File: config.mk
export PLATFORM = sky130hd
export DESIGN_NAME = mem_req_ctrl_flat
export DESIGN_NICKNAME = d
export VERILOG_FILES = /design/src/rtl/mem_req_ctrl_pkg.sv /design/src/rtl/mem_req_ctrl_if.sv /design/src/rtl/mem_req_ctrl_load_align.sv /design/src/rtl/mem_req_ctrl.sv /design/src/flat_wrapper.sv
export SDC_FILE = /design/constraint.sdc
export NUM_CORES = 1
export LEC_CHECK = 0
export CAP_MARGIN = 10
export CORE_ASPECT_RATIO = 1.1
export CORE_MARGIN = 5
export CORE_UTILIZATION = 50
export CTS_BUF_LIST = sky130_fd_sc_hd__clkbuf_4
export CTS_CLUSTER_DIAMETER = 200
export DETAILED_ROUTE_END_ITERATION = 7
export PLACE_DENSITY = 0.84
export SETUP_SLACK_MARGIN = 0.5
export SYNTH_ARGS = -nofsm -noshare
export SYNTH_HDL_FRONTEND = slang
export SYNTH_SLANG_ARGS = --single-unit
File: constraint.sdc
create_clock -name clk -period 6.6 [get_ports clk]
set_input_delay 1.32 -clock clk [delete_from_list [all_inputs] [get_ports clk]]
set_output_delay 1.32 -clock clk [all_outputs]
set_load 0.005 [all_outputs]
File: src/rtl/mem_req_ctrl_pkg.sv
// Shared types for the memory request controller: commit-side tag/record types
// plus request, size and FSM state types with small decode helpers.
package commit_pkg;
  localparam int PREG_ADDR_W = 6;
  typedef logic [PREG_ADDR_W-1:0] preg_addr_t;

  typedef struct packed {
    logic       valid;
    preg_addr_t preg;
    logic [31:0] data;
    logic       adel;
    logic       ades;
  } mem_commit_t;
endpackage

package mem_pkg;
  import commit_pkg::*;

  typedef enum logic [1:0] {
    SZ_BYTE = 2'd0,
    SZ_HALF = 2'd1,
    SZ_WORD = 2'd2
  } mem_size_t;

  typedef enum logic [1:0] {
    ST_IDLE = 2'd0,
    ST_ADDR = 2'd1,
    ST_DATA = 2'd2
  } mem_state_t;

  typedef struct packed {
    logic [31:0] addr;
    logic [31:0] wdata;
    mem_size_t   size;
    logic        store;
    logic        is_signed;
    preg_addr_t  preg;
  } mem_req_t;

  // Encoding 3 is not a legal size; the bus sees it as a word access.
  function automatic mem_size_t norm_size(input logic [1:0] s);
    case (s)
      2'd0:    return SZ_BYTE;
      2'd1:    return SZ_HALF;
      default: return SZ_WORD;
    endcase
  endfunction

  function automatic logic is_misaligned(input logic [1:0] lo, input mem_size_t s);
    return ((s == SZ_HALF) && lo[0]) || ((s == SZ_WORD) && (lo != 2'b00));
  endfunction

  function automatic logic [31:0] lane_replicate(input logic [31:0] w, input mem_size_t s);
    case (s)
      SZ_BYTE: return {4{w[7:0]}};
      SZ_HALF: return {2{w[15:0]}};
      default: return w;
    endcase
  endfunction
endpackage

File: src/rtl/mem_req_ctrl_if.sv
// SRAM-like data bus between the request controller (master) and memory (slave).
interface mem_req_ctrl_if;
  logic        data_req;
  logic        data_wr;
  logic [1:0]  data_size;
  logic [31:0] data_addr;
  logic [31:0] data_wdata;
  logic        data_addr_ok;
  logic        data_data_ok;
  logic [31:0] data_rdata;

  modport master (
    output data_req, data_wr, data_size, data_addr, data_wdata,
    input  data_addr_ok, data_data_ok, data_rdata
  );

  modport slave (
    input  data_req, data_wr, data_size, data_addr, data_wdata,
    output data_addr_ok, data_data_ok, data_rdata
  );
endinterface

File: src/rtl/mem_req_ctrl_load_align.sv
// Picks the addressed byte/half out of a bus read word and sign/zero-extends it.
module mem_load_align
  import mem_pkg::*;
(
  input  logic [31:0] rdata,
  input  logic [1:0]  addr_lo,
  input  mem_size_t   size,
  input  logic        is_signed,
  output logic [31:0] data
);
  logic [7:0]  lane      [4];
  logic [15:0] half_lane [2];
  logic [7:0]  byte_v;
  logic [15:0] half_v;

  for (genvar gi = 0; gi < 4; gi++) begin : g_lane
    assign lane[gi] = rdata[8*gi +: 8];
  end

  for (genvar gi = 0; gi < 2; gi++) begin : g_half
    assign half_lane[gi] = rdata[16*gi +: 16];
  end

  assign byte_v = lane[addr_lo];
  assign half_v = half_lane[addr_lo[1]];

  always_comb begin
    case (size)
      SZ_BYTE: data = {{24{is_signed & byte_v[7]}}, byte_v};
      SZ_HALF: data = {{16{is_signed & half_v[15]}}, half_v};
      default: data = rdata;
    endcase
  end
endmodule

File: src/rtl/mem_req_ctrl.sv
// Single-outstanding load/store controller: issue port -> SRAM-like bus -> one
// completion to commit. Flush cancels the completion, never a started bus access.
module mem_req_ctrl
  import mem_pkg::*;
  import commit_pkg::*;
#(
  parameter int PREG_W = 6
) (
  input  logic              clk,
  input  logic              reset,
  input  logic              mem_issued,
  input  logic [31:0]       req_addr,
  input  logic [31:0]       req_wdata,
  input  logic [1:0]        req_size,
  input  logic              req_store,
  input  logic              req_signed,
  input  logic [PREG_W-1:0] req_preg,
  input  logic              flush,
  output logic              wait_mem,
  mem_req_ctrl_if.master    bus,
  output logic              mc_valid,
  output logic [PREG_W-1:0] mc_preg,
  output logic [31:0]       mc_data,
  output logic              mc_adel,
  output logic              mc_ades
);
  mem_state_t  state_q, state_d;
  mem_req_t    req_q, req_d, new_req;
  mem_commit_t mc_q, mc_d;
  logic        killed_q, killed_d;
  logic        mis_q, mis_d;
  logic [31:0] load_data;
  logic        mc_kill;

  // Write data is lane-replicated at accept time so the bus fields come straight from flops.
  always_comb begin
    new_req           = '0;
    new_req.addr      = req_addr;
    new_req.size      = norm_size(req_size);
    new_req.wdata     = lane_replicate(req_wdata, norm_size(req_size));
    new_req.store     = req_store;
    new_req.is_signed = req_signed;
    new_req.preg      = preg_addr_t'(req_preg);
  end

  mem_load_align u_align (
    .rdata     (bus.data_rdata),
    .addr_lo   (req_q.addr[1:0]),
    .size      (req_q.size),
    .is_signed (req_q.is_signed),
    .data      (load_data)
  );

  always_comb begin
    state_d  = state_q;
    req_d    = req_q;
    killed_d = killed_q;
    mis_d    = 1'b0;
    mc_d     = '0;
    case (state_q)
      ST_IDLE: begin
        if (mem_issued && !flush) begin
          if (is_misaligned(new_req.addr[1:0], new_req.size)) begin
            mis_d      = 1'b1;
            mc_d.valid = 1'b1;
            mc_d.preg  = new_req.preg;
            mc_d.data  = new_req.addr;
            mc_d.adel  = ~new_req.store;
            mc_d.ades  = new_req.store;
          end else begin
            req_d   = new_req;
            state_d = ST_ADDR;
          end
        end
      end
      ST_ADDR: begin
        if (flush) killed_d = 1'b1;
        if (bus.data_addr_ok) state_d = ST_DATA;
      end
      ST_DATA: begin
        if (flush) killed_d = 1'b1;
        if (bus.data_data_ok) begin
          state_d  = ST_IDLE;
          killed_d = 1'b0;
          if (!killed_q && !flush) begin
            mc_d.valid = 1'b1;
            mc_d.preg  = req_q.preg;
            mc_d.data  = req_q.store ? 32'h0 : load_data;
          end
        end
      end
      default: state_d = ST_IDLE;
    endcase
  end

  always_ff @(posedge clk or posedge reset) begin
    if (reset) begin
      state_q  <= ST_IDLE;
      req_q    <= '0;
      killed_q <= 1'b0;
      mis_q    <= 1'b0;
      mc_q     <= '0;
    end else begin
      state_q  <= state_d;
      req_q    <= req_d;
      killed_q <= killed_d;
      mis_q    <= mis_d;
      mc_q     <= mc_d;
    end
  end

  assign wait_mem       = (state_q != ST_IDLE);
  assign bus.data_req   = (state_q == ST_ADDR);
  assign bus.data_wr    = req_q.store;
  assign bus.data_size  = req_q.size;
  assign bus.data_addr  = req_q.addr;
  assign bus.data_wdata = req_q.wdata;

  // A misaligned fault pulse is already visible when its flush window arrives, so gate it here.
  assign mc_kill  = mis_q & flush;
  assign mc_valid = mc_q.valid & ~mc_kill;
  assign mc_preg  = mc_kill ? '0 : PREG_W'(mc_q.preg);
  assign mc_data  = mc_kill ? 32'h0 : mc_q.data;
  assign mc_adel  = mc_q.adel & ~mc_kill;
  assign mc_ades  = mc_q.ades & ~mc_kill;
endmodule

File: src/flat_wrapper.sv
// flat-port wrapper written by rule: the top's interface ports become plain ports
module mem_req_ctrl_flat import mem_pkg::*; import commit_pkg::*;
#(
  parameter int PREG_W = 6
)
  (clk, reset, mem_issued, req_addr, req_wdata, req_size, req_store, req_signed, req_preg, flush, wait_mem, mc_valid, mc_preg, mc_data, mc_adel, mc_ades, bus_data_req, bus_data_wr, bus_data_size, bus_data_addr, bus_data_wdata, bus_data_addr_ok, bus_data_data_ok, bus_data_rdata);
  mem_req_ctrl_if bus_i ();
  input  logic clk;
  input  logic reset;
  input  logic mem_issued;
  input  logic [31:0] req_addr;
  input  logic [31:0] req_wdata;
  input  logic [1:0] req_size;
  input  logic req_store;
  input  logic req_signed;
  input  logic [PREG_W-1:0] req_preg;
  input  logic flush;
  output logic wait_mem;
  output logic mc_valid;
  output logic [PREG_W-1:0] mc_preg;
  output logic [31:0] mc_data;
  output logic mc_adel;
  output logic mc_ades;
  output wire logic [$bits(bus_i.data_req)-1:0] bus_data_req;
  output wire logic [$bits(bus_i.data_wr)-1:0] bus_data_wr;
  output wire logic [$bits(bus_i.data_size)-1:0] bus_data_size;
  output wire logic [$bits(bus_i.data_addr)-1:0] bus_data_addr;
  output wire logic [$bits(bus_i.data_wdata)-1:0] bus_data_wdata;
  input wire logic [$bits(bus_i.data_addr_ok)-1:0] bus_data_addr_ok;
  input wire logic [$bits(bus_i.data_data_ok)-1:0] bus_data_data_ok;
  input wire logic [$bits(bus_i.data_rdata)-1:0] bus_data_rdata;
  assign bus_data_req = bus_i.data_req;
  assign bus_data_wr = bus_i.data_wr;
  assign bus_data_size = bus_i.data_size;
  assign bus_data_addr = bus_i.data_addr;
  assign bus_data_wdata = bus_i.data_wdata;
  assign bus_i.data_addr_ok = bus_data_addr_ok;
  assign bus_i.data_data_ok = bus_data_data_ok;
  assign bus_i.data_rdata = bus_data_rdata;
  mem_req_ctrl #(.PREG_W(PREG_W)) u_core (.clk(clk), .reset(reset), .mem_issued(mem_issued), .req_addr(req_addr), .req_wdata(req_wdata), .req_size(req_size), .req_store(req_store), .req_signed(req_signed), .req_preg(req_preg), .flush(flush), .wait_mem(wait_mem), .bus(bus_i), .mc_valid(mc_valid), .mc_preg(mc_preg), .mc_data(mc_data), .mc_adel(mc_adel), .mc_ades(mc_ades));
endmodule
Word level (Yosys, flattened, before mapping)
Cells that the tools add are included.
Widths: inputs -> output; s select.
Cells by class
  magnitude comparators: 2
  equal/unequal tests: 10
  mux-type cells: 29
  bitwise operators: 11
  reductions and logical operators: 16
Operators by type and width (count)
  $pmux 32 s2: 2
  $mux 41: 2
  $mux 39: 2
  $pmux 39 s2: 1
  $mux 32: 2
  $mux 16: 3
  $bmux 8 s2: 1
  $mux 8: 2
  $mux 2: 5
  $eq 2x1->1 const B: 4
  $logic_not 2->1: 4
  $and 1x1->1: 6
  $mux 6: 1
  $pmux 2 s3: 1
  $reduce_bool 2->1: 3
  $mux 1: 5
  $eq 2x2->1 const B: 2
  $logic_and 1x1->1: 4
  $ne 2x1->1 const B: 2
  $ne 2x2->1 const B: 2
  $pmux 2 s2: 1
  $reduce_and 4->1: 1
  $ge 3x3->1 const B: 1
  $not 1->1: 3
  other kinds (7): 8
Storage, ports and cells
  bits in registers: 119
  input bits: 112
  output and inout bits: 110
  logic and storage cells: 82

Logic depth before layout (Yosys ltp)
Gate-level depths: netlist (run 1).
  depth in word-level cells: 10
  mapped depth: 8
  mapped depth without buffers: 6

Hierarchy
From an unflattened synthesis (run 1), not the netlist that was laid out.
Unflattened totals
  cells, all modules: 553
  area total of the unflattened synthesis: 6189.7 µm²
Modules (own cells, without submodules)
  mem_req_ctrl: instances 1, cells each 460, area an instance 5482.8 µm², sequential area each 2977.9 µm²
  mem_load_align: instances 1, cells each 93, area an instance 706.9 µm², sequential area each 0.0 µm²

Least setup slack after synthesis (run 1)
OpenSTA, ideal clock, no wires.
  kind: input-to-output
  start: input flush
  end: output mc_adel
  arrival time: 1771 ps
  required time: 5280 ps
  slack: 3509 ps
  stages: 3
  buffers on the path: 1
  path through: nand2_1 -> clkbuf_1 -> and2_1
On the way
  longest elaborated chain between the ends: 3
RTL lines
  start, declared: line flat_wrapper.sv:17  | input logic flush;
  $and 1x1->1: line mem_req_ctrl.sv:120  | assign mc_kill = mis_q & flush;
  $not 1->1: line mem_req_ctrl.sv:124  | assign mc_adel = mc_q.adel & ~mc_kill;
  $and 1x1->1: line mem_req_ctrl.sv:124
  end, declared: line flat_wrapper.sv:22  | output logic mc_adel;
No other way between the ends.

Worst setup path in the final report (run 1)
  start: input flush
  end: output mc_data[5]
On the way
  longest elaborated chain between the ends: 2
RTL lines
  $and 1x1->1: line mem_req_ctrl.sv:120
  $mux 32: line mem_req_ctrl.sv:123  | assign mc_data = mc_kill ? 32'h0 : mc_q.data;
  end, declared: line flat_wrapper.sv:21  | output logic [31:0] mc_data;
No other way between the ends.

==> out/results.ini, run 1 <==
[cts]
cts-resized-gates=0
cts_tree=yes
h-tree-depth=4
numCtsBuffers=17
clk_path_buf_depth=2
cts_root_buf=clkbuf_4
cts.sinks=119
ctsHoldBuffers=0
clk_pin_slew_ns=0.11
post_cts_buffers=0
clock_latency_ns=0.49

[die]
core-area_sq_um=12000
rows=42
die_h_um=126
die_w_um=116
io_pins=222
die_area_sq_um=14600
start_util_pct=51.0

[worst_hold_path]
hold_class=register to register
min_path_cells=2

[placed_design]
place.gp.congestion=0.946
dp_hpwl_um=12800
portBuffers=221

[setup_path]
reg2reg_setup_slack_ns=4.08
cp-start-kind=input port
crit_buf_inv=2
path_depth=4
cp.arrival_ns=3.38
cp-end-kind=output pin
critical_path_class=input port to output pin
ff2ff_path_depth=6
worst_path_most_repeated_cell=clkdlybuf4s50_1
cp_max_fo=41
cp.required_ns=5.28
cp_cell_sequence=clkdlybuf4s50_1 > nand2_1 > and2_1 > clkdlybuf4s50_1
path_delay_family=simple AND/OR/NAND/NOR gates
crit_slowest_cell=nand2_1
cpPeakStageDelay_ns=0.61

[synthesis]
async_flop_share_pct=100
synthesis.nets=675
synth_edf_count=0
ys_ff_latch=119
netlist_instances=560
synth_area_sq_um=6140
synth_top_area_share_pct=48.5
synthFlopType=dfrtp_1
synth_top_area_cell=dfrtp_1
synth_cell_type_count=37
syn_area_per_cell_sq_um=11.0
seq_area_frac_synth_pct=48.5
ys_top_cells_by_count=dfrtp_1 (119), buf_4 (67), mux2_2 (57)
synth_most_common_cell=dfrtp_1
ys_warn_count=0
synth.area.top_cells=dfrtp_1 (49%), mux2_2 (10%), buf_4 (8.2%), and2_1 (4.3%), o21ai_0 (4.2%)

[timing]
slew_viol_final=0
setup_tns_ns=0
slew_headroom_pct=20.7
finalCritPeriodShare_pct=71.2
finalSetupViolCount=0
skew_ns=0.0129
hold_viol_final=0
worst_slew_pin_slew_ns=1.18
min_period_ns=4.70
fmax_mhz=213
rsz0062_at_grt=false

[cells_and_area]
drive_above_1_share_pct=14.1
area_delta_synth_final_pct=33.3
final_core_util_pct=68.0
finalNetCount=820

[power_and_ir_drop]
p_per_area_nw_per_um2=339
leakage_nw=3.48
peakVddDrop_uv=192
total_power_mw=2.78

[route]
drtAntennaViolNets=0
via_per_inst=5.49
routed_wl_um=17000
drc=0
wl_per_cell_um=19.5
drtPass1Iterations=7
routed-via-count=4790
drt_iter0_drc=337

[global_routing]
grt_overflow=0
grt_pass1_wl_um=26400
grt_usage_pct=23.5
grt_max_degree=83
antenna_found_initial=1
grt_pass1_vias=4892

[status]
status=complete, no violations

[flow_run]
drv_cap=0

## final timing paths
| path | startpoint | endpoint |
|---|---|---|
| hold reg to reg | u_core.bus.data_wdata[27] | u_core.bus.data_wdata[27] |
| max in group asynchronous | reset | u_core.mc_q[2] |
| hold / removal | u_core.bus.data_wdata[27] | u_core.bus.data_wdata[27] |
| setup reg to reg | u_core.state_q[0] | u_core.mc_q[4] |
| min in group asynchronous | reset | u_core.mc_q[1] |
| setup / recovery | flush | mc_data[5] |
## final cells by class
class | instances | area (sq um)
clock inverters | 12 | 87.6
multi-input cells | 332 | 2480
well taps | 154 | 193
inverters | 8 | 32.5
repair buffers | 227 | 2270
fillers | 936 | 3850
flip-flops and latches | 119 | 2980
clock buffers | 19 | 143
diodes | 1 | 2.50
## power by group
group	internal (mW)	switching [mW]	total, mW	leakage [nW]
Sequential	0.976	0.159	1.14	1.51
Clock	0.186	0.260	0.446	0.134
Combinational	0.717	0.479	1.20	1.83
Total	1.88	0.898	2.78	3.48
## sequential cells by signal (all words and copies together) (netlist names)
name and count:
u_core.bus.data_wdata 32, u_core.bus.data_size 2, u_core.mis_q 1, u_core.state_q 2, u_core.mc_q 41, u_core.bus.data_wr 1, u_core.req_q 7, u_core.killed_q 1
u_core.bus.data_addr 32
## per-layer routing
layer / part of all wire, % / GRT usage, %
met4: 3.3 / 9.22
met2: 49 / 38.4
met3: 10 / 8.30
met5: 0 / 0
met1: 38 / 28.4
## per-stage QoR
step                setup slack (ns)  hold WS, ns  std cells  cell area (sq um)
finish                          1.90        0.488        872               8180
detailed placement              1.84        0.469        840               7950
floorplan                       2.12        0.451        560               6140
global route                    1.76        0.514        872               8180
CTS                             1.84        0.495        871               8180
global placement                1.91        0.462        840               7950
## cells by family (layout without fill, tap and decap cells)
logic type,Yosys count,after routing,share of synthesized area (%)
AND/OR/NAND/NOR,130,130,11.8
flip-flops,119,119,48.5
AO/OA/AOI/OAI,117,117,13.2
buffers and inverters,109,266,11.3
multiplexers,82,82,14.6
adder cells (fa/ha/maj),3,3,0.611
other,0,1,0
## worst min-delay path: stages (launching register included)
cell and delay, ns:
dfrtp_1 0.36, nand2_1 0.04, o21ai_0 0.06
## layout by cell type, fill, tap and decap left out, types with 11 or more instances in the layout
cell	n
a221o_1	16
clkdlybuf4s50_1	221
dfrtp_1	119
nand2b_1	11
mux2i_1	24
o21ai_0	51
clkbuf_4	19
or3_1	21
nor2_1	11
mux2_2	57
a21oi_1	20
nand2_1	36
and2_1	42
(Power assumes the default switching activity.)
==> inputs of run 2 (changes only) <==
--- a/config.mk
+++ b/config.mk
@@ -8,11 +8,11 @@
 export CAP_MARGIN = 10
 export CORE_ASPECT_RATIO = 1.1
 export CORE_MARGIN = 5
-export CORE_UTILIZATION = 50
+export CORE_UTILIZATION = 42
 export CTS_BUF_LIST = sky130_fd_sc_hd__clkbuf_4
 export CTS_CLUSTER_DIAMETER = 200
 export DETAILED_ROUTE_END_ITERATION = 7
-export PLACE_DENSITY = 0.84
+export PLACE_DENSITY = 0.75
 export SETUP_SLACK_MARGIN = 0.5
 export SYNTH_ARGS = -nofsm -noshare
 export SYNTH_HDL_FRONTEND = slang
==> constraint.sdc (replaced) <==
create_clock -name clk -period 4.2 [get_ports clk]
set_input_delay 0.84 -clock clk [delete_from_list [all_inputs] [get_ports clk]]
set_output_delay 0.84 -clock clk [all_outputs]
set_load 0.005 [all_outputs]
==> out/results.ini, run 2 (synthesis results as in run 1) <==
[setup_path]
path_depth=5
critical_path_class=input port to output pin
crit_buf_inv=3
cp_max_fo=41
ff2ff_path_depth=4
crit_slowest_cell=clkdlybuf4s50_1
cp-end-kind=output pin
cp.required_ns=3.36
worst_path_most_repeated_cell=clkdlybuf4s50_1
cpPeakStageDelay_ns=0.52
cp_cell_sequence=clkdlybuf4s50_1 > nand2_1 > buf_4 > and2_1 > clkdlybuf4s50_1
path_delay_family=buffers and inverters
cp-start-kind=input port
cp.arrival_ns=2.46

[cells_and_area]
fin_area_sq_um=8370
finalNetCount=824
fill_cells=1250
largest_register=u_core.mc_q
drive_above_1_share_pct=15.0
instances_no_fill=917
final_common_cell=clkdlybuf4s50_1
final_cell_mix=clkdlybuf4s50_1 (221), dfrtp_1 (119), mux2_2 (57), o21ai_0 (51), and2_1 (42)
largest_reg_flops=41
area_delta_synth_final_pct=36.3

[power_and_ir_drop]
p_sw_mw=1.44
power.internal_mw=3.13
leakage_nw=3.53
peakVddDrop_uv=329
power_frac_comb_pct=40.0
p_per_area_nw_per_um2=546
swShare_pct=31.5
seqPwrFrac_pct=40.0
total_power_mw=4.57
power.clock.fraction_pct=20.0

[cts]
clk_pin_slew_ns=0.10
numCtsBuffers=17
clk_path_buf_depth=2
post_cts_buffers=0
ctsHoldBuffers=0
cts_root_buf=clkbuf_4
cts_tree=yes
cts-resized-gates=0
cts.sinks=119
h-tree-depth=4
clock_latency_ns=0.52

[global_routing]
grt_max_degree=77
grt_pass1_wl_um=27400
grt_overflow=0
antenna_found_initial=1
grt_pass1_vias=5069
grt_usage_pct=20.7

[route]
routed_wl_um=17300
drt_iter0_drc=227
drtAntennaViolNets=0
wl_per_cell_um=18.9
drc=0
routed-via-count=4704
via_per_inst=5.13
drtPass1Iterations=5

[die]
core-area_sq_um=14400
die_h_um=137
rows=46
io_pins=222
start_util_pct=42.7
die_w_um=125
die_area_sq_um=17100

[worst_hold_path]
hold_class=register to register
min_path_cells=2

[timing]
skew_ns=0.0113
setup_tns_ns=0
min_period_ns=3.30
rsz0062_at_grt=false
hold_viol_final=0
finalCritPeriodShare_pct=78.6
worst_slew_pin_slew_ns=0.952
slew_viol_final=0
finalSetupViolCount=0
fmax_mhz=303
slew_headroom_pct=36.5
hold-worst-slack_ns=0.493

[placed_design]
portBuffers=221
placedCellCount=882
dp_hpwl_um=13300
place.gp.congestion=0.880
place_area_sq_um=8040

[flow_run]
drv_cap=0

[status]
status=complete, no violations

## run 2: cell count changes in the layout (fill, tap and decap cells not counted)
cell | before | now
clkinvlp_4 | 1 | 5
buf_4 | 5 | 8
bufinv_16 | 1 | 4
clkinv_1 | 3 | 1
clkinv_2 | 6 | 4
diode_2 | 1 | 3
buf_12 | 1 | 2
clkbuf_4 | 19 | 18
inv_4 | 1 | 0
## run 2: path summary, 6_finish.rpt
kind / endpoint / from / slack [ns]
worst max-delay path: mc_data[3] / flush / 0.90
worst min-delay path: u_core.bus.data_wdata[13] / u_core.bus.data_wdata[13] / 0.49
worst max register to register: u_core.mc_q[27] / u_core.bus.data_addr[1] / 1.80
worst min register to register: u_core.bus.data_wdata[13] / u_core.bus.data_wdata[13] / 0.49
max in group asynchronous: u_core.bus.data_wdata[12] / reset / 2.60
min in group asynchronous: u_core.bus.data_wdata[5] / reset / 0.82
## run 2: cell type report
cell class                 instances  area (sq um)  share of cell area (%)
tap                              192           240                    2.87
inverter                           8          33.8                   0.404
clock buffer                      18           135                    1.62
antenna                            3          7.51                  0.0897
clock inverter                    14           183                    2.18
multi-input combinational        332          2480                    29.6
timing repair buffer             231          2310                    27.6
sequential                       119          2980                    35.6
## run 2: metal layers
layer  track usage (%)  wire length [um]  up-vias
met4              9.40               446        0
li1                  -                 -     2206
met1              24.5              6860     2246
met5                 0                 0        -
met2              33.9              8460      226
met3              7.34              1550       26
## run 2: per-stage QoR
step / utilization, % / setup slack (ns)
after detailed placement: 55.9 / 0.884
after floorplan: - / 1.90
final: 58.1 / 0.899
after global routing: 58.1 / 0.783
after CTS: 58.1 / 0.890
after global placement: 55.9 / 0.936
## run 2: power by group through the flow
| stage | Combinational [mW] | Sequential (mW) | Clock, mW |
|---|---|---|---|
| after floorplan | 1.33 | 1.70 | 0 |
| after global placement | 1.80 | 1.82 | 0 |
| after detailed placement | 1.84 | 1.85 | 0 |
| after CTS | 1.85 | 1.83 | 0.948 |
| after global routing | 2.00 | 1.89 | 0.999 |
| final | 1.83 | 1.83 | 0.913 |
## run 2: worst reg2reg max path, cell delays in order, from the launching register on
cell and delay, ns:
dfrtp_1 0.79, mux2_4 0.31, a32oi_4 0.19, a2111oi_4 0.82, a221o_1 0.23
==> inputs of run 3 (changes only) <==
==> constraint.sdc (replaced) <==
create_clock -name clk -period 3 [get_ports clk]
set_input_delay 0.6 -clock clk [delete_from_list [all_inputs] [get_ports clk]]
set_output_delay 0.6 -clock clk [all_outputs]
set_load 0.005 [all_outputs]
==> out/results.ini, run 3 (synthesis results as in run 1) <==
[status]
status=complete, no violations

[route]
routed-via-count=4842
drtAntennaViolNets=0
routed_wl_um=18200
via_per_inst=5.26
wl_per_cell_um=19.8
drtPass1Iterations=5
drt_iter0_drc=401
drc=0

[cts]
clock_latency_ns=0.53
ctsHoldBuffers=0
h-tree-depth=4
clk_pin_slew_ns=0.11
clk_path_buf_depth=2
cts.sinks=119
numCtsBuffers=17
cts_root_buf=clkbuf_4
cts_tree=yes

[die]
rows=46
start_util_pct=42.7
die_area_sq_um=17100
die_h_um=137
core-area_sq_um=14400
die_w_um=125
io_pins=222

[timing]
finalCritPeriodShare_pct=81.5
setup_tns_ns=0
rsz0062_at_grt=true
hold_viol_final=0
slew_headroom_pct=34.0
worst_slew_pin_slew_ns=0.987
skew_ns=0.0148
fin_ws_ns=0.555
slew_viol_final=0
fmax_mhz=409
finalSetupViolCount=0
min_period_ns=2.44

[cells_and_area]
fin_area_sq_um=8460
area_delta_synth_final_pct=37.8
final_common_cell=clkdlybuf4s50_1
drive_above_1_share_pct=16.5
final_cell_mix=clkdlybuf4s50_1 (197), dfrtp_1 (118), mux2_2 (57), o21ai_0 (51), and2_1 (39)
fill_cells=1216
largest_register=u_core.mc_q
finalNetCount=830
largest_reg_flops=41

[placed_design]
dp_hpwl_um=13100
portBuffers=221
dpl_worst_slack_ns=0.275
place.gp.congestion=0.852
place_area_sq_um=8070

[setup_path]
reg2reg_setup_slack_ns=0.73
cp.required_ns=2.40
cp-start-kind=register
cp-end-kind=output pin
cp_max_fo=21
cp.arrival_ns=1.84
critical_path_class=register to output pin

[global_routing]
grt_overflow=0
grt_usage_pct=21.4
antenna_found_initial=1
grt_pass1_vias=5117
grt_pass1_wl_um=28200
grt_max_degree=120

[power_and_ir_drop]
seqPwrFrac_pct=39.8
swShare_pct=33.2
power.internal_mw=4.18
power.clock.fraction_pct=17.1
peakVddDrop_uv=481
leakage_nw=3.82
p_sw_mw=2.08
p_per_area_nw_per_um2=740
power_frac_comb_pct=43.2

[worst_hold_path]
hold_class=register to register

[flow_run]
drv_cap=0

[run 3: changes by cell type in the layout (fill, tap and decap cells not counted), sizes merged, moves of 3 or more]
cell | before | now
bufinv | 4 | 1
buf | 10 | 16
dlygate4sd2 | 0 | 14
inv | 7 | 11
dlymetal6s2s | 0 | 10
clkdlybuf4s50 | 221 | 197
[run 3: metrics by stage]
step | utilization [%] | total power, mW | hold slack (ns) | cells
2_1_floorplan | - | 4.24 | 0.451 | 560
3_3_place_gp | 56.1 | 5.09 | 0.462 | 883
3_5_place_dp | 56.1 | 5.19 | 0.473 | 883
4_1_cts | 58.4 | 6.31 | 0.501 | 918
5_1_grt | 58.8 | 6.71 | 0.521 | 921
6_report | 58.8 | 6.26 | 0.493 | 921
[run 3: what timing repair did]
action,4_1_cts,5_1_grt
setup buffers,1,2
resized for setup,21,15
gates cloned,2,0
setup endpoints to repair,43,30
pin swaps,1,0
[run 3: layer usage]
layer	global-route usage [%]	share of wire [%]	vias up	routed length [um]
met5	0	0	-	0
met4	8.61	2.9	0	529
met3	8.04	8.5	39	1550
met2	35.4	49	232	8920
met1	25.3	40	2346	7220
li1	-	-	2225	-
[run 3: area by class of cell]
class | count | area, sq um | area share, %
Sequential cell | 119 | 2980 | 35.2
Multi-Input combinational cell | 332 | 2500 | 29.6
Timing Repair Buffer | 237 | 2450 | 28.9
Tap cell | 192 | 240 | 2.84
Clock buffer | 17 | 128 | 1.51
Clock inverter | 15 | 128 | 1.51
Inverter | 8 | 33.8 | 0.399
Antenna cell | 1 | 2.50 | 0.0296
[run 3: critical path, cell delays in order, from the launching register on]
cell	delay (ns)
dfrtp_1	0.41
nand2_4	0.09
buf_12	0.15
and2_4	0.16
clkdlybuf4s50_1	0.49
[run 3: worst paths after layout]
kind                                          startpoint                  endpoint  cells after the start
max in group asynchronous                          reset   u_core.bus.data_addr[1]                      3
worst max register to register   u_core.bus.data_size[0]           u_core.mc_q[18]                      4
worst min register to register  u_core.bus.data_wdata[9]  u_core.bus.data_wdata[9]                      2
worst min-delay path            u_core.bus.data_wdata[9]  u_core.bus.data_wdata[9]                      2
worst max-delay path                        u_core.mis_q                mc_data[1]                      4
min in group asynchronous                          reset  u_core.bus.data_wdata[5]                      3
[run 3: power groups by stage]
stage / Clock, mW / Combinational (mW) / Sequential, mW
floorplan: 0 / 1.86 / 2.38
global placement: 0 / 2.61 / 2.49
detailed placement: 0 / 2.66 / 2.53
CTS: 1.12 / 2.69 / 2.50
global route: 1.19 / 2.94 / 2.58
finish: 1.07 / 2.70 / 2.49
